===== config.mk =====
export PLATFORM = sky130hd
export DESIGN_NAME = uart_receiver
export DESIGN_NICKNAME = d
export VERILOG_FILES = /design/src/rtl/uart_receiver.sv
export SDC_FILE = /design/constraint.sdc
export NUM_CORES = 1
export LEC_CHECK = 0
export ABC_AREA = 1
export BUFFER_PORTS_ARGS = -buffer_cell sky130_fd_sc_hd__buf_2
export CORE_MARGIN = 1
export CORE_UTILIZATION = 60
export CTS_CLUSTER_SIZE = 10
export DETAILED_ROUTE_END_ITERATION = 6
export GPL_TIMING_DRIVEN = 1
export PLACE_DENSITY = 0.85
export RECOVER_POWER = 100
export SLEW_MARGIN = 20
export SYNTH_ARGS = -nofsm -noshare
export SYNTH_HDL_FRONTEND = slang
export SYNTH_SLANG_ARGS = --single-unit

===== constraint.sdc =====
create_clock -name clk -period 2.5 [get_ports clk]
set_input_delay 0.375 -clock clk [delete_from_list [all_inputs] [get_ports clk]]
set_output_delay 0.375 -clock clk [all_outputs]
set_load 0.05 [all_outputs]

===== src/rtl/uart_receiver.sv =====
`default_nettype none
// uart_receiver: 8N1 serial receive engine feeding a show-ahead FIFO, with sticky framing/overrun flags.
// Revision 1.0 - initial release.
module uart_receiver #(
  parameter int CLK_FREQ   = 27_000_000,
  parameter int BAUD       = 115200,
  parameter int FIFO_DEPTH = 16
) (
  input  logic                          clk,
  input  logic                          reset,
  input  logic                          uart_rx,
  output logic [7:0]                    rx_data,
  output logic                          rx_valid,
  input  logic                          rx_ready,
  output logic [$clog2(FIFO_DEPTH):0]   rx_count,
  output logic                          frame_err,
  output logic                          overrun_err,
  input  logic                          err_clr
);

  localparam int CPB  = CLK_FREQ / BAUD;
  localparam int HALF = CPB / 2;
  localparam int CW   = $clog2(CPB);
  localparam int AW   = $clog2(FIFO_DEPTH);
  localparam int NW   = AW + 1;
  localparam logic [CW-1:0] CNT_LAST = CW'(CPB - 1);
  localparam logic [CW-1:0] CNT_MID  = CW'(HALF - 1);
  localparam logic [NW-1:0] CNT_FULL = NW'(FIFO_DEPTH);

  typedef enum logic [2:0] {
    IDLE      = 3'd0,
    START     = 3'd1,
    DATA      = 3'd2,
    STOP      = 3'd3,
    WAIT_IDLE = 3'd4
  } state_t;

  logic          sync1;
  logic          rxs;
  state_t        state, state_nxt;
  logic [CW-1:0] cnt, cnt_nxt;
  logic [2:0]    idx, idx_nxt;
  logic [7:0]    shreg, shreg_nxt;
  logic          push;
  logic          ferr_set;

  // Both stages reset high so a reset never looks like a start edge.
  always_ff @(posedge clk or negedge reset) begin
    if (!reset) begin
      sync1 <= 1'b1;
      rxs   <= 1'b1;
    end else begin
      sync1 <= uart_rx;
      rxs   <= sync1;
    end
  end

  always_ff @(posedge clk or negedge reset) begin
    if (!reset) begin
      state <= IDLE;
      cnt   <= '0;
      idx   <= '0;
      shreg <= '0;
    end else begin
      state <= state_nxt;
      cnt   <= cnt_nxt;
      idx   <= idx_nxt;
      shreg <= shreg_nxt;
    end
  end

  always_comb begin
    state_nxt = state;
    cnt_nxt   = cnt + 1'b1;
    idx_nxt   = idx;
    shreg_nxt = shreg;
    push      = 1'b0;
    ferr_set  = 1'b0;
    case (state)
      IDLE: begin
        cnt_nxt = '0;
        if (!rxs) state_nxt = START;
      end
      START: begin
        if (cnt == CNT_MID) begin
          cnt_nxt = '0;
          idx_nxt = '0;
          state_nxt = rxs ? IDLE : DATA;
        end
      end
      DATA: begin
        if (cnt == CNT_LAST) begin
          cnt_nxt   = '0;
          shreg_nxt = {rxs, shreg[7:1]};
          idx_nxt   = idx + 3'd1;
          if (idx == 3'd7) state_nxt = STOP;
        end
      end
      STOP: begin
        if (cnt == CNT_LAST) begin
          cnt_nxt = '0;
          if (rxs) begin
            push      = 1'b1;
            state_nxt = IDLE;
          end else begin
            ferr_set  = 1'b1;
            state_nxt = WAIT_IDLE;
          end
        end
      end
      WAIT_IDLE: begin
        cnt_nxt = '0;
        if (rxs) state_nxt = IDLE;
      end
      default: begin
        cnt_nxt   = '0;
        state_nxt = IDLE;
      end
    endcase
  end

  logic [7:0]    mem [FIFO_DEPTH];
  logic [AW-1:0] wptr, rptr;
  logic [NW-1:0] count;
  logic          full;
  logic          do_pop;
  logic          do_push;
  logic          ovr_set;

  assign full     = (count == CNT_FULL);
  assign rx_valid = (count != '0);
  assign do_pop   = rx_valid && rx_ready;
  // A simultaneous pop frees the slot, so a push into a full FIFO is still accepted.
  assign do_push  = push && (!full || do_pop);
  assign ovr_set  = push && full && !do_pop;
  assign rx_count = count;
  assign rx_data  = rx_valid ? mem[rptr] : 8'h00;

  always_ff @(posedge clk) begin
    if (do_push) mem[wptr] <= shreg;
  end

  always_ff @(posedge clk or negedge reset) begin
    if (!reset) begin
      wptr  <= '0;
      rptr  <= '0;
      count <= '0;
    end else begin
      if (do_push) wptr <= wptr + 1'b1;
      if (do_pop)  rptr <= rptr + 1'b1;
      case ({do_push, do_pop})
        2'b10:   count <= count + 1'b1;
        2'b01:   count <= count - 1'b1;
        default: count <= count;
      endcase
    end
  end

  always_ff @(posedge clk or negedge reset) begin
    if (!reset) begin
      frame_err   <= 1'b0;
      overrun_err <= 1'b0;
    end else begin
      frame_err   <= ferr_set | (frame_err & ~err_clr);
      overrun_err <= ovr_set  | (overrun_err & ~err_clr);
    end
  end

endmodule
`default_nettype wire


# Yosys cells after proc, flatten, opt, wreduce, memory -nomap -nowiden
# Memories as Yosys holds them, arrays and structs flattened.
# Index checks and enable logic that the tools add are counted.
classes:
  add_sub_neg: 6
  n_eq_ne: 16
  mux: 25
  bitwise: 5
  n_reduce_logical: 15
op_table:
  columns: ["op", "count"]
  rows:
  - ["3-bit 2-to-1 mux", 9]
  - ["8-bit 2-to-1 mux", 3]
  - ["8-bit case mux with 2 select lines", 1]
  - ["3-bit case mux with 5 select lines", 1]
  - ["2-bit != test, second input constant", 6]
  - ["5-bit case mux with 2 select lines", 1]
  - ["4-bit by 1-bit adder with 4-bit output, second input constant", 2]
  - ["8-bit by 1-bit adder with 8-bit output, second input constant", 1]
  - ["8-bit by 7-bit == test with 1-bit output, second input constant", 1]
  - ["8-bit == test, second input constant", 1]
  - ["1-bit 2-to-1 mux", 8]
  - ["3-bit by 2-bit == test with 1-bit output, second input constant", 2]
  - ["3-bit == test, second input constant", 2]
  - ["3-bit case mux with 2 select lines", 1]
  - ["6-bit AND reduction", 1]
  - ["5-bit by 1-bit adder with 5-bit output, second input constant", 1]
  - ["5-bit == test, second input constant", 1]
  - ["5-bit nonzero test", 1]
  - ["5-bit by 1-bit subtractor with 5-bit output, second input constant", 1]
  - ["1-bit logical AND", 4]
  - ["2-bit nonzero test", 2]
  - ["3-bit by 1-bit adder with 3-bit output, second input constant", 1]
  - ["3-bit by 1-bit == test with 1-bit output, second input constant", 1]
  - ["3-bit zero test", 1]
  - ["other kinds (11)", 14]
word_totals:
  ff_bits: 39
  mem_bits_rw: 128
  input_bits: 5
  output_inout_bits: 16
  memories: 1
mem_list:
  columns: ["memory", "depth", "word_bits", "rd", "rd_ports_with_merged_regs", "write_ports", "line", "rtl"]
  rows:
  - ["mem", 16, 8, 1, 0, 1, "122", "logic [7:0] mem [FIFO_DEPTH];"]

# Longest topological paths before layout
depth:
  ltp_word: 6
  mapped_depth: 15
  mapped_depth_nobuf: 15

# Worst setup path after synthesis
# Ideal clock, no wire load.
synth_timing:
  path_kind: "register to register"
  from: "register count[0], in the netlist rx_count[0]"
  to: "register count[2], in the netlist rx_count[2]"
  setup_time_ns: 0.119
  t_arrival_ns: 2.483
  t_required_ns: 2.381
  path_slack_ns: -0.102
  stages_incl_launch_ff: 11
  path_buffers: 0
  period_less_slack_ns: 2.602
  path_cell_list: "dfrtp_1 > nor2_1 > nand3_2 > nand2_2 > inv_1 > nand2_2 > inv_1 > fa_1 > or2_2 > nand3_1 > nand2_1"
synth_via:
  elab_chain_len: 6
  word_cells_on_any_way: 12
  cone_classes: "2 x add/sub; 3 x eq/ne; 1 x mux; 6 x reduce/logical"
synth_rtl:
  columns: ["element", "line", "rtl"]
  rows:
  - ["start, declared", "124", "logic [NW-1:0] count;"]
  - ["start signal, assigned", "152", "2'b10: count <= count + 1'b1;"]
  - ["start signal, assigned", "153", "2'b01: count <= count - 1'b1;"]
  - ["start signal, assigned", "154", "default: count <= count;"]
  - ["5-bit nonzero test (*)", "131", "assign rx_valid = (count != '0);"]
  - ["named net rx_valid", "13", "output logic rx_valid,"]
  - ["1-bit logical AND (*)", "132", "assign do_pop = rx_valid && rx_ready;"]
  - ["1-bit logical OR", "134", "assign do_push = push && (!full || do_pop);"]
  - ["1-bit logical AND", "134", null]
  - ["2-bit by 1-bit == test with 1-bit output or 2-bit == test (tied branches)", "151", "case ({do_push, do_pop})"]
  - ["5-bit case mux with 2 select lines or 2-bit nonzero test (tied branches)", null, null]
# The timed path passes the listed nets; every way through them passes the cells marked *.
# A chain may end at the register's enable or synchronous reset.

# Worst setup path after layout
layout_timing:
  from: "register rptr[0]"
  to: "output port rx_data[6]"
layout_via:
  elab_chain_len: 2
layout_rtl:
  columns: ["element", "line", "rtl"]
  rows:
  - ["start, declared", "123", "logic [AW-1:0] wptr, rptr;"]
  - ["start signal, assigned", "150", "if (do_pop) rptr <= rptr + 1'b1;"]
  - ["memory read 16 x 8 bit", null, null]
  - ["8-bit 2-to-1 mux", "137", "assign rx_data = rx_valid ? mem[rptr] : 8'h00;"]
  - ["end, declared", "12", "output logic [7:0] rx_data,"]
# No other way between the ends.

==> flow_metrics.env <==
export IMPL_status="complete, but fails checks"
export IMPL_violations="design-rule violations, max-capacitance violations, max-slew violations, negative setup slack"
export IMPL_power_density_nw_per_um2=1041
export IMPL_post_route_period_util_pct=100.4
export IMPL_yosys_register_bits=167
export IMPL_globalRouteOverflowTotal=0
export IMPL_synth_edf_count=128
export IMPL_ctsHoldBuffers=0
export IMPL_hold_worst_slack_ns=0.04411
export IMPL_fmax_mhz=398.5
export IMPL_endpoint_kind="output port"
export IMPL_fill_cells=679
export IMPL_internal_power_uw=5577
export IMPL_maxSlewHeadroom_pct=-45.94
export IMPL_ff_latch_area_um2=4826
export IMPL_die_area_um2=12470
export IMPL_synth_ff_type="edfxtp_1"
export IMPL_core_um2=11560
export IMPL_htree_levels=4
export IMPL_r2r_end="mem[15][2]"
export IMPL_drt_vias_per_instance=6.040
export IMPL_start_kind="register"
export IMPL_switching_power_uw=3078
export IMPL_tritoncts="built"
export IMPL_start_util_pct=62.38
export IMPL_detailed_place_hpwl_um=9919
export IMPL_skew_ns=0.01114
export IMPL_async_flop_share_pct=23.35
export IMPL_setup_tns_final_ns=-0.009714
export IMPL_n_antenna_cell=0
export IMPL_leakagePower_uw=0.003557
export IMPL_grt_max_degree=40
export IMPL_holdPathEnd="sync1"
export IMPL_vdd_drop_max_mv=0.6414
export IMPL_syn_inst=680
export IMPL_post_drt_wl_per_cell_um=19.20
export IMPL_arrival_ns=2.13
export IMPL_crit_type="register to output port"
export IMPL_worstMarginPinSlew_ns=2.189
export IMPL_grt_usage_pct=27.38
export IMPL_multi_input_area_um2=2130
export IMPL_critPathMaxFanout=17
export IMPL_syn2layout_area_growth_pct=15.21
export IMPL_rr_worst_depth=11
export IMPL_whs_path_depth=1
export IMPL_path_clk_slew_ns=0.06
export IMPL_num_rows=39
export IMPL_clockPowerShare_pct=30.8
export IMPL_place_area_um2=7582
export IMPL_yosysSeqAreaShare_pct=66.84
export IMPL_dr_pass1_iters=7
export IMPL_slew_violations=40
export IMPL_cts_made_buffers=17
export IMPL_fin_ws_ns=-0.009714
export IMPL_final_area_um2=8312
export IMPL_dr_first_iter_drc_count=718
export IMPL_max_cap_violations=1
export IMPL_pwr_share_comb_pct=32.6
export IMPL_hold_path_class="input pin to register"
export IMPL_die_y_um=111.7
export IMPL_syn_area_per_cell_um2=10.61
export IMPL_final_layout_size_suffix_gt1_share_pct=12.11
export IMPL_crit_reg2reg_launch="cnt[1]"
export IMPL_io_buffers=20
export IMPL_clockBufferDepth=2
export IMPL_stdcell_count=878
export IMPL_wl_um=16860
export IMPL_ys_warnings_count=0
export IMPL_ys_types=31
export IMPL_antenna_found_initial=0
export IMPL_cts_root_buf="clkbuf_16"
export IMPL_fin_nets=741
export IMPL_drcViolationCount=2
export IMPL_die_w_um=111.7
export IMPL_setup_violations=1
export IMPL_rrSetupSlack_ns=0.13
export IMPL_cp_required_ns=2.12
export IMPL_synthTopCellsByCount="nand2_1 (230), edfxtp_1 (128), nand3_1 (114), dfrtp_1 (37), inv_1 (32)"
export IMPL_yosysMostFrequentCell="nand2_1"
export IMPL_cts_sinks=167
export IMPL_min_delay_start="uart_rx"
export IMPL_seq_power_share_pct=36.6
export IMPL_dr_total_vias=5303
export IMPL_grt_pass1_wl_um=25390
export IMPL_gp_congestion=0.8844
export IMPL_p_sw_share_pct=35.56
export IMPL_hold_violations=0
export IMPL_placed_cells=842
export IMPL_period_needed_ns=2.510
export IMPL_grt_pass1_vias=5072
export IMPL_yosysTopAreaCellShare_pct=53.28
export IMPL_synthTopCellsByArea="edfxtp_1 (53%), dfrtp_1 (13%), nand2_1 (12%)"
export IMPL_insertion_delay_ns=0.43
export IMPL_synth_nets=699
export IMPL_yosysTopAreaCell="edfxtp_1"
export IMPL_synthesis_area_um2=7214
export IMPL_ant_nets=0
export IMPL_io_pins=21
==> sequential cells by signal, indices dropped and copies added (netlist names) <==
name,count
overrun_err,1
cnt,8
sync1,1
rxs,1
mem,128
frame_err,1
wptr,4
rptr,4
shreg,8
idx,3
state,3
rx_count,5
==> kinds of logic (layout without fill, tap and decap cells) <==
group           Yosys count  count (layout)  share of synthesized area [%]
buf+inv                  64             119                          3.746
xor+xnor                 10              10                          1.214
simple gates            388             388                          23.01
flops                   167             167                          66.84
compound gates           37              37                          2.654
fa+ha+maj                14              14                          2.532
==> per-layer routing <==
metal  GRT usage (%)  wire, um  up-vias
met1           33.78      6156     2514
li1                -         -     2390
met5               0         0        -
met4           11.89       429        0
met2           46.50      8504      348
met3           6.260      1769       51
==> layout by cell type, fill, tap and decap left out, types with 2 or more instances in the layout <==
| cell type | netlist | layout |
|---|---|---|
| a21oi_1 | 20 | 18 |
| a21oi_2 | 0 | 2 |
| buf_12 | 0 | 4 |
| buf_2 | 19 | 4 |
| buf_4 | 1 | 25 |
| buf_6 | 0 | 3 |
| clkbuf_1 | 5 | 14 |
| clkbuf_16 | 0 | 21 |
| clkbuf_4 | 0 | 3 |
| clkbuf_8 | 0 | 4 |
| clkinvlp_4 | 0 | 3 |
| dfrtp_1 | 37 | 34 |
| dfrtp_2 | 0 | 3 |
| dfstp_2 | 2 | 2 |
| edfxtp_1 | 128 | 128 |
| ha_1 | 13 | 13 |
| inv_1 | 32 | 32 |
| nand2_1 | 230 | 232 |
| nand2_2 | 5 | 3 |
| nand3_1 | 114 | 114 |
| nand4_1 | 5 | 5 |
| nor2_1 | 28 | 27 |
| nor2_2 | 0 | 2 |
| o21ai_0 | 10 | 13 |
| xor2_1 | 9 | 9 |
==> worst max-delay path, cell delays in order, from the launching register on <==
cell        delay, ns
dfrtp_2          0.44
clkinvlp_4       0.16
buf_12           0.17
nand2_1          0.06
nand3_1          0.08
nand3_1          0.13
nand2_1          0.12
nand2_1          0.06
a21oi_1          0.21
clkbuf_4         0.28
==> area by class of cell <==
type | count | area share (%)
inverter | 37 | 1.791
sequential | 167 | 58.06
clock inverter | 4 | 0.6172
timing repair buffer | 50 | 4.892
multi-input combinational | 449 | 25.62
clock buffer | 28 | 6.864
tap | 143 | 2.153
==> per-stage QoR <==
step	power (uW)	setup WS, ns	util (%)
floorplan	5052	0.001152	-
global placement	5579	0.2920	65.56
detailed placement	5657	0.1531	65.56
CTS	8349	-0.01785	71.08
global route	8936	-0.06359	71.87
finish	8655	-0.009714	71.87
==> power by group through the flow <==
stage          combinational [uW]  clock [uW]  sequential, uW
2_1_floorplan                1760           0            3300
3_3_place_gp                 2380           0            3200
3_5_place_dp                 2450           0            3210
4_1_cts                      2510        2680            3160
5_1_grt                      2980        2780            3170
6_report                     2820        2670            3160
==> worst max-delay path by stage <==
stage / from / to / slack [ns] / depth (start not counted)
2_1_floorplan: rx_count[1] / rx_count[2] / 0.001 / 10
3_3_place_gp: cnt[1] / rx_count[4] / 0.29 / 15
3_5_place_dp: cnt[1] / rx_count[4] / 0.15 / 15
4_1_cts: rptr[0] / rx_data[5] / -0.02 / 9
5_1_grt: rptr[0] / rx_data[6] / -0.06 / 9
6_report: rptr[0] / rx_data[6] / -0.01 / 9
==> what timing repair did <==
action / 4_1_cts / 5_1_grt
endpoints found under the hold margin: 0 / 0
buffers inserted: 0 / 3
endpoints found under the setup margin: 8 / 11
gates cloned: 0 / 1
gates resized for setup: 6 / 23
No activity file was read; power rests on OpenSTA's default activity.
